[src/rtl/ps2_rx_deserializer.sv]
`timescale 1ns/1ps
`default_nettype none
// +--------------------------------------------------------------------------+
// | Module   : ps2_rx_deserializer                                           |
// | Brief    : PS/2 keyboard receiver; synchronizes and glitch-filters the   |
// |            PS/2 clock and turns 11-bit frames into 8-bit scan codes.     |
// | Options  : define PS2_RX_TIMEOUT_EN to abort stalled partial frames.     |
// | Revision : 1.0 - initial release                                         |
// +--------------------------------------------------------------------------+
module ps2_rx_deserializer #(
  parameter int SYNC_STAGES    = 2,
  parameter int FILTER_LEN     = 4,
  parameter int TIMEOUT_CYCLES = 50000
) (
  input  logic       clk,
  input  logic       reset,
  input  logic       ps2_clk,
  input  logic       ps2_data,
  output logic [7:0] scan_code,
  output logic       code_valid,
  output logic       parity_err,
  output logic       frame_err
);

  localparam int c_FILT_W = $clog2(FILTER_LEN + 1);

  typedef enum logic [1:0] {
    ST_IDLE   = 2'd0,
    ST_DATA   = 2'd1,
    ST_PARITY = 2'd2,
    ST_STOP   = 2'd3
  } state_t;

  logic [SYNC_STAGES-1:0] r_clk_sync;
  logic [SYNC_STAGES-1:0] r_data_sync;
  logic                   w_clk_s;
  logic                   w_data_s;

  logic                   r_clk_filt;
  logic                   r_clk_filt_d;
  logic [c_FILT_W-1:0]    r_filt_cnt;
  logic                   w_fall;

  state_t                 r_state;
  logic [3:0]             r_bitcnt;
  logic [7:0]             r_shreg;
  logic                   r_perr;
  logic                   w_to_hit;

  always_ff @(posedge clk or posedge reset) begin
    if (reset) begin
      r_clk_sync  <= '1;
      r_data_sync <= '1;
    end else begin
      r_clk_sync  <= {r_clk_sync[SYNC_STAGES-2:0], ps2_clk};
      r_data_sync <= {r_data_sync[SYNC_STAGES-2:0], ps2_data};
    end
  end

  assign w_clk_s  = r_clk_sync[SYNC_STAGES-1];
  assign w_data_s = r_data_sync[SYNC_STAGES-1];

  // Filtered clock only follows the synced clock after FILTER_LEN
  // consecutive disagreeing samples; any agreeing sample restarts the run.
  always_ff @(posedge clk or posedge reset) begin
    if (reset) begin
      r_clk_filt   <= 1'b1;
      r_clk_filt_d <= 1'b1;
      r_filt_cnt   <= '0;
    end else begin
      r_clk_filt_d <= r_clk_filt;
      if (w_clk_s == r_clk_filt) begin
        r_filt_cnt <= '0;
      end else if (r_filt_cnt == c_FILT_W'(FILTER_LEN - 1)) begin
        r_clk_filt <= w_clk_s;
        r_filt_cnt <= '0;
      end else begin
        r_filt_cnt <= r_filt_cnt + c_FILT_W'(1);
      end
    end
  end

  assign w_fall = r_clk_filt_d & ~r_clk_filt;

`ifdef PS2_RX_TIMEOUT_EN
  localparam int c_TO_W = $clog2(TIMEOUT_CYCLES + 1);

  logic [c_TO_W-1:0] r_to_cnt;

  // A falling edge always wins over an expiring count in the same cycle.
  assign w_to_hit = (r_state != ST_IDLE) && !w_fall &&
                    (r_to_cnt == c_TO_W'(TIMEOUT_CYCLES - 1));

  always_ff @(posedge clk or posedge reset) begin
    if (reset) begin
      r_to_cnt <= '0;
    end else if (w_fall || r_state == ST_IDLE || w_to_hit) begin
      r_to_cnt <= '0;
    end else begin
      r_to_cnt <= r_to_cnt + c_TO_W'(1);
    end
  end
`else
  assign w_to_hit = 1'b0;
`endif

  always_ff @(posedge clk or posedge reset) begin
    if (reset) begin
      r_state    <= ST_IDLE;
      r_bitcnt   <= 4'd0;
      r_shreg    <= 8'h00;
      r_perr     <= 1'b0;
      scan_code  <= 8'h00;
      code_valid <= 1'b0;
      parity_err <= 1'b0;
      frame_err  <= 1'b0;
    end else begin
      code_valid <= 1'b0;
      parity_err <= 1'b0;
      frame_err  <= 1'b0;
      if (w_fall) begin
        case (r_state)
          ST_IDLE: begin
            // A high data line here is a stray edge, not a start bit.
            if (!w_data_s) begin
              r_state  <= ST_DATA;
              r_bitcnt <= 4'd0;
            end
          end
          ST_DATA: begin
            r_shreg  <= {w_data_s, r_shreg[7:1]};
            r_bitcnt <= r_bitcnt + 4'd1;
            if (r_bitcnt == 4'd7) begin
              r_state <= ST_PARITY;
            end
          end
          ST_PARITY: begin
            r_perr  <= ~^{r_shreg, w_data_s};
            r_state <= ST_STOP;
          end
          ST_STOP: begin
            if (!w_data_s) begin
              frame_err <= 1'b1;
            end else if (r_perr) begin
              parity_err <= 1'b1;
            end else begin
              scan_code  <= r_shreg;
              code_valid <= 1'b1;
            end
            r_state  <= ST_IDLE;
            r_bitcnt <= 4'd0;
          end
          default: begin
            r_state <= ST_IDLE;
          end
        endcase
      end else if (w_to_hit) begin
        r_state   <= ST_IDLE;
        r_bitcnt  <= 4'd0;
        frame_err <= 1'b1;
      end
    end
  end

endmodule
`default_nettype wire

[config.mk]
export PLATFORM = sky130hd
export DESIGN_NAME = ps2_rx_deserializer
export DESIGN_NICKNAME = d
export VERILOG_FILES = /design/src/rtl/ps2_rx_deserializer.sv
export SDC_FILE = /design/constraint.sdc
export NUM_CORES = 1
export LEC_CHECK = 0
export CAP_MARGIN = 10
export CORE_ASPECT_RATIO = 1.2
export CORE_UTILIZATION = 51
export CTS_CLUSTER_DIAMETER = 150
export DETAILED_ROUTE_END_ITERATION = 7
export HOLD_SLACK_MARGIN = 0.05
export PLACE_DENSITY = 0.84
export SETUP_SLACK_MARGIN = 0.15
export SLEW_MARGIN = 25
export SYNTH_ARGS = -nofsm -noshare
export SYNTH_HDL_FRONTEND = slang
export SYNTH_SLANG_ARGS = --single-unit
[constraint.sdc]
create_clock -name clk -period 2.05 [get_ports clk]
set_clock_uncertainty 0.2 [all_clocks]
set_input_delay 0.615 -clock clk [delete_from_list [all_inputs] [get_ports clk]]
set_output_delay 0.615 -clock clk [all_outputs]
set_load 0.01 [all_outputs]
==> out/qor.csv, run 1 <==
stage,metric,value,unit
final_layout,seqCellArea,883,um^2
critical_path,reg2reg_from,r_data_sync[1]$_DFF_PP1_,
timing,worstMarginPinSlew,349,ps
timing,relSlewSlack,76.7,%
critical_path,arrival,1030,ps
placement,dpl_cell_area,1690,um^2
timing,maxSlewViolCount,0,
route,remaining_drc_errors,0,
route,drt_pass1_iterations,4,
die,die_y,61.2,um
cts,clk_latency,350,ps
route,ant_nets,0,
yosys,ys.warnings.count,0,
timing,final.min_clock_period,1840,ps
die,core-area,2790,um^2
min_path,worstHoldEndpoint,r_data_sync[1]$_DFF_PP1_,
cts,cts_buffer_depth,2,
flow_run,max_cap_viol_count,0,
final_layout,layout_common_cells,"dfrtp_1, mux2_2, dlygate4sd2_1",
yosys,post_synth.cell_area_avg,13.9,um^2
timing,setup_viol,0,
yosys,ys_seq_area_share,59.3,%
cts,clock-sinks,35,
global_routing,gr-total-overflow,0,
power,comb_power_share,31.4,%
outcome,status,completed,
power,p_per_area,1250,nW/um^2
final_layout,n_antenna_cell,0,
route,vias,882,
timing,post-route-period-util,89.8,%
final_layout,drive_gt1_share,27.7,%
yosys,synthesis.area,1490,um^2
critical_path,crit_type,flip-flop to output port,
final_layout,final_area,1780,um^2
timing,finalHoldViolCount,0,
critical_path,start_kind,flip-flop,
min_path,hold-path-cell-count,0,
power,swShare,32.8,%
timing,setup_tns,0,ps
critical_path,rrSetupSlack,240,ps
global_routing,grt_start_max_net_pins,36,
cts,cts_tree,yes,
min_path,holdCritStartpoint,r_data_sync[0]$_DFF_PP1_,
die,core.rowCount,21,
critical_path,crit_fanout,2,
cts,cts_inserted_buffers,5,
yosys,ys_types,25,
global_routing,antenna_found_initial,0,
route,wl,2.43,mm
cts,clkTransAtPathRegs,100,ps
die,start_util,53.5,%
cts,cts_max_level,2,
final_layout,final_common_cell,dfrtp_1,
critical_path,slowest_stage,dfrtp_1,
critical_path,endpoint_kind,output port,
cts,cts_hold_buf,0,
final_layout,synthToLayoutAreaGrowth,19.4,%
critical_path,critPathTopFamily,flip-flops,
critical_path,crit_required,1230,ps
critical_path,r2r_cells,4,
timing,fmax,543,MHz
power,peakVddDrop,0.729,mV
power,power_leakage,0.873,nW
power,switching_power,0.000731,W
placement,gp_congestion,0.797,
yosys,syn_inst,107,
critical_path,path_buf_inv,1,
global_routing,grt_pass1_vias,888,
yosys,syn_nets,118,
critical_path,r2r-end,scan_code[2]$_DFFE_PP0P_,
power,p_seq_share,46.4,%
power,intPower,0.00150,W
min_path,hp-class,flip-flop to flip-flop,
timing,rsz0062_at_grt,true,
die,ios,15,
route,wire_per_inst,14.8,um
final_layout,nNetsFinal,140,
route,avgViaCountPerCell,5.38,
die,die-area,3140,um^2
cts,root_buffer,clkbuf_4,
route,drt-initial-drc-count,2,
critical_path,path_cells,dlygate4sd2_1,
placement,numPortBuffers,14,
global_routing,grt_usage,19.0,%
yosys,ys_ff_latch,35,
critical_path,cp_num_cells,1,
global_routing,grt_pass1_wl,4.06,mm
power,clockPowerShare,22.2,%
placement,dp_hpwl,1.67,mm
critical_path,slowest_delay,400,ps
final_layout,multiInputGateArea,587,um^2
final_layout,nFillCells,224,
die,die_x,51.3,um
==> power groups by stage <==
| stage | Clock (W) | Combinational, W | Sequential [W] |
|---|---|---|---|
| 4_1_cts | 0.000509 | 0.000688 | 0.00103 |
| 5_1_grt | 0.000547 | 0.000760 | 0.00106 |
| 3_5_place_dp | 0 | 0.000702 | 0.00104 |
| 2_1_floorplan | 0 | 0.000538 | 0.00101 |
| 3_3_place_gp | 0 | 0.000661 | 0.00103 |
| 6_report | 0.000494 | 0.000700 | 0.00103 |
==> flip-flops by register name, indices dropped and copies added (netlist names) <==
signal	count
r_clk_filt	1
r_perr	1
r_filt_cnt	3
r_clk_filt_d	1
code_valid	1
parity_err	1
r_data_sync	2
r_bitcnt	4
r_clk_sync	2
r_shreg	8
frame_err	1
r_state	2
scan_code	8
==> kinds of logic after synthesis <==
family / Yosys count / share of synthesized area, %
DFF: 35 / 59.3
xor gates and xnor gates: 8 / 5.63
muxes: 19 / 14.2
AOI/OAI and AO/OA: 10 / 4.95
buffers and inverters: 6 / 1.76
adders and majority gates: 7 / 5.88
and+or+nand+nor: 22 / 8.31
==> what timing repair did <==
item | CTS | global route
pin swaps | 0 | 1
setup buffers | 0 | 1
setup endpoints to repair | 11 | 9
resized for setup | 11 | 1
==> how the worst max path moves through the flow <==
stage,startpoint,end,slack [ps]
3_3_place_gp,r_data_sync[1]$_DFF_PP1_,scan_code[2]$_DFFE_PP0P_,280
5_1_grt,r_state[1]$_DFFE_PP0P_,r_shreg[1]$_DFFE_PP0P_,140
2_1_floorplan,r_data_sync[1]$_DFF_PP1_,scan_code[0]$_DFFE_PP0P_,340
6_report,scan_code[2]$_DFFE_PP0P_,scan_code[2],210
4_1_cts,scan_code[6]$_DFFE_PP0P_,scan_code[6],190
3_5_place_dp,r_state[1]$_DFFE_PP0P_,r_state[0]$_DFFE_PP0P_,210
==> synthesized netlist by cell type <==
cell type,n,area [um^2]
a21oi_1,1,5.00
xnor3_1,1,22.5
a211oi_4,1,20.0
nor3_4,1,16.3
nor2b_1,2,12.5
nand2b_1,2,12.5
dfrtp_1,29,726
o21ai_0,5,25.0
a221oi_1,1,8.76
nand3b_1,1,7.51
nor2_1,2,7.51
mux2_2,17,191
ha_1,7,87.6
nor3b_1,2,15.0
a31oi_1,1,6.26
nand3_1,4,20.0
dfstp_2,6,158
nor3_1,2,10.0
nand2_1,6,22.5
mux2i_1,2,20.0
xor2_1,1,8.76
o2bb2ai_1,1,8.76
buf_4,1,7.51
xnor2_1,6,52.6
inv_1,5,18.8
==> stage by stage <==
step	total power [W]	utilization, %	hold slack [ps]	std cells	setup slack (ps)
2_1_floorplan	0.00155	-	145	107	336
3_3_place_gp	0.00169	60.5	147	155	277
3_5_place_dp	0.00174	60.5	148	155	210
4_1_cts	0.00223	62.9	164	163	186
5_1_grt	0.00236	63.9	172	164	136
6_report	0.00223	63.9	162	164	209
==> layout make-up <==
cell class	count	share of cell area, %
sequential	35	49.6
inverter	5	1.05
multi-input combinational	66	33.0
tap	34	2.39
clock inverter	3	2.46
timing repair buffer	16	9.35
clock buffer	5	2.11
==> metal layers <==
layer	global-route usage, %	part of all wire, %	up-vias
met4	12.4	4.8	0
met1	21.0	42	439
li1	-	-	415
met5	0	0	-
met3	7.90	4.5	10
met2	30.6	49	18
Note: power is estimated with default switching activity, not from simulation.
==> run 2: changes to the inputs <==
- PLACE_DENSITY: 0.84 -> 0.72
==> run 2 against run 1 <==
Effect of this change: first-iteration DRC count rose to 10 times the previous value; power fell by 8.4%; sequential cell count did not move; count of clock-buffer cells in the layout rose by 2; critical endpoint is now scan_code[7]; hold slack got worse by 2.7 ps; core utilization fell by 1.3 points; worst setup slack improved by 9.6 ps; cell area fell by 2.0%; global-route usage fell by 2.2 points; non-clock buffer count rose by 2; combinational power fell by 4.3%; highest routed layer unchanged; register-to-register slack barely moved.
==> out/qor.csv, run 2 (synthesized netlist as in run 1, its figures left out) <==
stage,metric,value,unit
outcome,status,completed,
timing,layout_setup_ws,219,ps
route,vias,847,
timing,post-route-period-util,89.3,%
final_layout,n_antenna_cell,0,
die,die_x,51.3,um
final_layout,synthToLayoutAreaGrowth,17.0,%
placement,dp_hpwl,1.61,mm
flow_run,max_cap_viol_count,0,
timing,fmax,546,MHz
critical_path,crit_fanout,2,
critical_path,start_kind,flip-flop,
timing,setup_tns,0,ps
global_routing,gr-total-overflow,0,
critical_path,slowest_stage,dfrtp_1,
critical_path,crit_required,1230,ps
timing,finalHoldViolCount,0,
placement,dp_slack,182,ps
cts,cts_tree,yes,
die,core-area,2790,um^2
placement,dpl_cell_area,1690,um^2
route,ant_nets,0,
critical_path,arrival,1020,ps
cts,clock-sinks,35,
final_layout,top_regs,"r_shreg x8, scan_code x8, r_bitcnt x4",
placement,numPortBuffers,14,
timing,relSlewSlack,70.9,%
final_layout,final_common_cell,dfrtp_1,
critical_path,crit_type,flip-flop to output port,
cts,clkTransAtPathRegs,100,ps
route,drt_pass1_iterations,4,
min_path,hp-class,flip-flop to flip-flop,
final_layout,nNetsFinal,142,
power,peakVddDrop,0.752,mV
die,die_y,61.2,um
route,avgViaCountPerCell,5.10,
timing,final.min_clock_period,1830,ps
critical_path,path_buf_inv,1,
critical_path,slowest_delay,400,ps
power,power,0.00204,W
power,p_per_area,1170,nW/um^2
cts,cts_hold_buf,0,
die,core.rowCount,21,
critical_path,path_cells,dlygate4sd2_1,
cts,cts_max_level,2,
route,wire_per_inst,13.3,um
cts,cts_buffer_depth,2,
cts,clk_latency,340,ps
cts,root_buffer,clkbuf_4,
route,remaining_drc_errors,0,
critical_path,critPathTopFamily,flip-flops,
die,start_util,53.5,%
final_layout,final_area,1740,um^2
die,die-area,3140,um^2
global_routing,grt_start_max_net_pins,17,
global_routing,grt_usage,16.8,%
power,power_leakage,0.862,nW
global_routing,antenna_found_initial,0,
timing,rsz0062_at_grt,true,
final_layout,layout_common_cells,"dfrtp_1, mux2_2, dlygate4sd2_1",
placement,gp_congestion,0.799,
route,drt-initial-drc-count,20,
final_layout,drive_gt1_share,26.5,%
die,ios,15,
timing,setup_viol,0,
route,wl,2.20,mm
timing,worstMarginPinSlew,436,ps
cts,cts_inserted_buffers,5,
global_routing,grt_pass1_wl,3.74,mm
critical_path,endpoint_kind,output port,
global_routing,grt_pass1_vias,848,
timing,maxSlewViolCount,0,
run 2: changes by cell type in the layout (fill, tap and decap cells not counted):
cell       before  now
clkbuf_1        0    2
a221oi_1        0    1
buf_12          2    1
bufinv_16       1    0
buf_4           0    3
clkinv_4        1    0
a221oi_2        1    0
run 2: worst paths after layout:
check	startpoint	endpoint	slack (ps)	cells past startpoint
setup / recovery	scan_code[7]$_DFFE_PP0P_	scan_code[7]	220	1
hold / removal	r_clk_sync[0]$_DFF_PP1_	r_clk_sync[1]$_DFF_PP1_	160	0
setup reg to reg	r_data_sync[1]$_DFF_PP1_	scan_code[2]$_DFFE_PP0P_	240	4
hold reg to reg	r_clk_sync[0]$_DFF_PP1_	r_clk_sync[1]$_DFF_PP1_	160	0
max in group asynchronous	reset	scan_code[1]$_DFFE_PP0P_	840	3
min in group asynchronous	reset	r_perr$_DFFE_PP0P_	300	2
run 2: per-layer routing:
| metal | vias up | global-route usage, % | part of all wire, % |
|---|---|---|---|
| met3 | 6 | 5.93 | 4.3 |
| met4 | 0 | 8.11 | 2.5 |
| li1 | 414 | - | - |
| met5 | - | 0 | 0 |
| met1 | 414 | 20.2 | 45 |
| met2 | 13 | 27.3 | 48 |
run 2: area by class of cell:
type / instances / area [um^2]
clock buffer: 7 / 45.0
timing repair buffer: 18 / 169
sequential: 35 / 883
tap: 34 / 42.5
inverter: 5 / 18.8
multi-input combinational: 66 / 581
clock inverter: 1 / 5.00
fill: 230 / 1040
run 2: stage by stage:
| stage | hold WS (ps) | utilization [%] | std cells |
|---|---|---|---|
| 2_1_floorplan | 145 | - | 107 |
| 3_3_place_gp | 145 | 60.8 | 156 |
| 3_5_place_dp | 147 | 60.8 | 156 |
| 4_1_cts | 161 | 62.1 | 164 |
| 5_1_grt | 165 | 62.6 | 166 |
| 6_report | 159 | 62.6 | 166 |
run 2: timing repair:
action                     in CTS  in global routing
setup endpoints to repair      11                 14
setup buffers                   0                  2
pin swaps                       0                  1
gates resized for setup        11                  0
run 2: power by group:
part	switching (W)	internal (W)
Clock	0.000212	0.000134
Sequential	0.000153	0.000870
Combinational	0.000308	0.000362
==> run 3: changes to the inputs <==
- CORE_UTILIZATION: 51 -> 55
- PLACE_DENSITY: 0.72 -> 0.76
==> run 3 against run 2 <==
Effect of this change: register-to-register slack improved by 20 ps; power rose by 2.1%; first-iteration DRC count fell by 30%; non-clock buffer count fell by 1; die area fell by 7.0%; core utilization rose by 6.2 points; sequential cell count did not move; clock power rose by 12%; worst setup slack got worse by 2.2 ps; sequential power barely moved; critical path type unchanged.
==> out/qor.csv, run 3 (synthesized netlist as in run 1, its figures left out) <==
stage,metric,value,unit
placement,dp.cells,155,
final_layout,top_regs,"r_shreg x8, scan_code x8, r_bitcnt x4",
timing,setup_tns,0,ps
min_path,hp-class,flip-flop to flip-flop,
global_routing,grt_pass1_vias,907,
timing,maxSlewViolCount,0,
route,remaining_drc_errors,0,
critical_path,path_buf_inv,1,
timing,worstMarginPinSlew,393,ps
critical_path,endpoint_kind,output port,
timing,setup_viol,0,
critical_path,reg2reg_from,r_data_sync[1]$_DFF_PP1_,
critical_path,cp-endpoint,scan_code[7],
timing,layout_setup_ws,217,ps
critical_path,crit_type,flip-flop to output port,
critical_path,start_kind,flip-flop,
global_routing,antenna_found_initial,0,
final_layout,drive_gt1_share,26.7,%
final_layout,synthToLayoutAreaGrowth,18.0,%
critical_path,crit_required,1230,ps
die,die_y,59.0,um
route,ant_nets,0,
final_layout,layout_common_cells,"dfrtp_1, mux2_2, dlygate4sd2_1",
cts,cts_inserted_buffers,5,
global_routing,grt_use_met2,34.2,%
final_layout,final_util,68.9,%
die,core-area,2550,um^2
final_layout,final_cells,164,
die,die-area,2920,um^2
global_routing,grt_start_max_net_pins,16,
global_routing,grt_usage,19.9,%
critical_path,crit_fanout,2,
critical_path,slowest_stage,dfrtp_1,
critical_path,crit_start,scan_code[7]$_DFFE_PP0P_,
critical_path,r2r-end,scan_code[2]$_DFFE_PP0P_,
timing,post-route-period-util,89.4,%
critical_path,rrSetupSlack,260,ps
timing,relSlewSlack,73.8,%
route,vias,862,
route,drt-initial-drc-count,14,
global_routing,gr-total-overflow,0,
global_routing,top_usage_layer,met2,
cts,clkTransAtPathRegs,100,ps
critical_path,path_cells,dlygate4sd2_1,
critical_path,cp_num_cells,1,
final_layout,nNetsFinal,141,
timing,rsz0062_at_grt,false,
cts,cts_tree,yes,
flow_run,max_cap_viol_count,0,
critical_path,slowest_delay,400,ps
placement,gp_congestion,0.800,
placement,numPortBuffers,14,
route,drt_pass1_iterations,4,
placement,dp_hpwl,1.71,mm
die,core.rowCount,20,
die,ios,15,
cts,cts_max_level,2,
final_layout,n_antenna_cell,0,
critical_path,arrival,1020,ps
timing,fmax,545,MHz
critical_path,critPathTopFamily,flip-flops,
route,wl,2.33,mm
power,peakVddDrop,0.775,mV
cts,clk_latency,330,ps
cts,clock-sinks,35,
global_routing,grt_pass1_wl,4.09,mm
cts,cts_buffer_depth,2,
timing,final.min_clock_period,1830,ps
route,wire_per_inst,14.2,um
outcome,status,completed,
route,avgViaCountPerCell,5.26,
placement,dp_slack,213,ps
critical_path,r2r_cells,4,
power,p_per_area,1180,nW/um^2
die,die_x,49.5,um
final_layout,final_common_cell,dfrtp_1,
power,power_leakage,0.865,nW
cts,cts_hold_buf,0,
die,start_util,58.4,%
cts,root_buffer,clkbuf_4,
timing,finalHoldViolCount,0,
global_routing,global_route.usage.met3,6.41,%
global_routing,gr-usage-met1,21.3,%
[run 3: repair_timing]
action / in CTS / in global routing
endpoints found under the setup margin: 11 / 8
resized for setup: 11 / 0
endpoints found under the hold margin: 0 / 0
pin swaps: 0 / 1
setup buffers: 0 / 1
[run 3: per-layer routing]
metal	routed length, um	up-vias
li1	-	415
met1	960	424
met2	1210	17
met3	84	6
met4	76	0
met5	0	-
[run 3: cell type report]
type,count,area (um^2)
clock inverters,1,5.00
flip-flops and latches,35,883
fillers,213,795
inverters,5,18.8
well taps,33,41.3
clock buffers,7,55.1
multi-input cells,66,581
repair buffers,17,174
[run 3: worst min path at each step]
stage	end	startpoint	cells past startpoint	slack, ps
3_3_place_gp	r_clk_sync[1]$_DFF_PP1_	r_clk_sync[0]$_DFF_PP1_	0	150
2_1_floorplan	r_clk_sync[1]$_DFF_PP1_	r_clk_sync[0]$_DFF_PP1_	0	150
3_5_place_dp	r_clk_sync[1]$_DFF_PP1_	r_clk_sync[0]$_DFF_PP1_	0	150
4_1_cts	r_clk_sync[1]$_DFF_PP1_	r_clk_sync[0]$_DFF_PP1_	0	170
6_report	r_clk_sync[1]$_DFF_PP1_	r_clk_sync[0]$_DFF_PP1_	0	160
5_1_grt	r_clk_sync[1]$_DFF_PP1_	r_clk_sync[0]$_DFF_PP1_	0	170
[run 3: worst reg2reg max path, cell delays in order, from the launching register on]
cell and delay, ps:
dfstp_2 630, nand3_1 140, nor3_4 240, buf_12 150, mux2_2 330
[run 3: metrics by stage]
| step | instance area, um^2 | total power, W | hold slack (ps) |
|---|---|---|---|
| floorplan | 1490 | 0.00155 | 145 |
| global placement | 1690 | 0.00169 | 146 |
| detailed placement | 1690 | 0.00174 | 150 |
| CTS | 1740 | 0.00211 | 165 |
| global route | 1760 | 0.00223 | 171 |
| finish | 1760 | 0.00208 | 163 |
[run 3: where the power goes]
| group | internal [W] | switching, W | leakage (nW) | total, W |
|---|---|---|---|---|
| sequential | 0.000871 | 0.000161 | 0.454 | 0.00103 |
| clock | 0.000166 | 0.000220 | 0.0353 | 0.000386 |
| combinational | 0.000363 | 0.000301 | 0.376 | 0.000664 |
| total | 0.00140 | 0.000683 | 0.865 | 0.00208 |
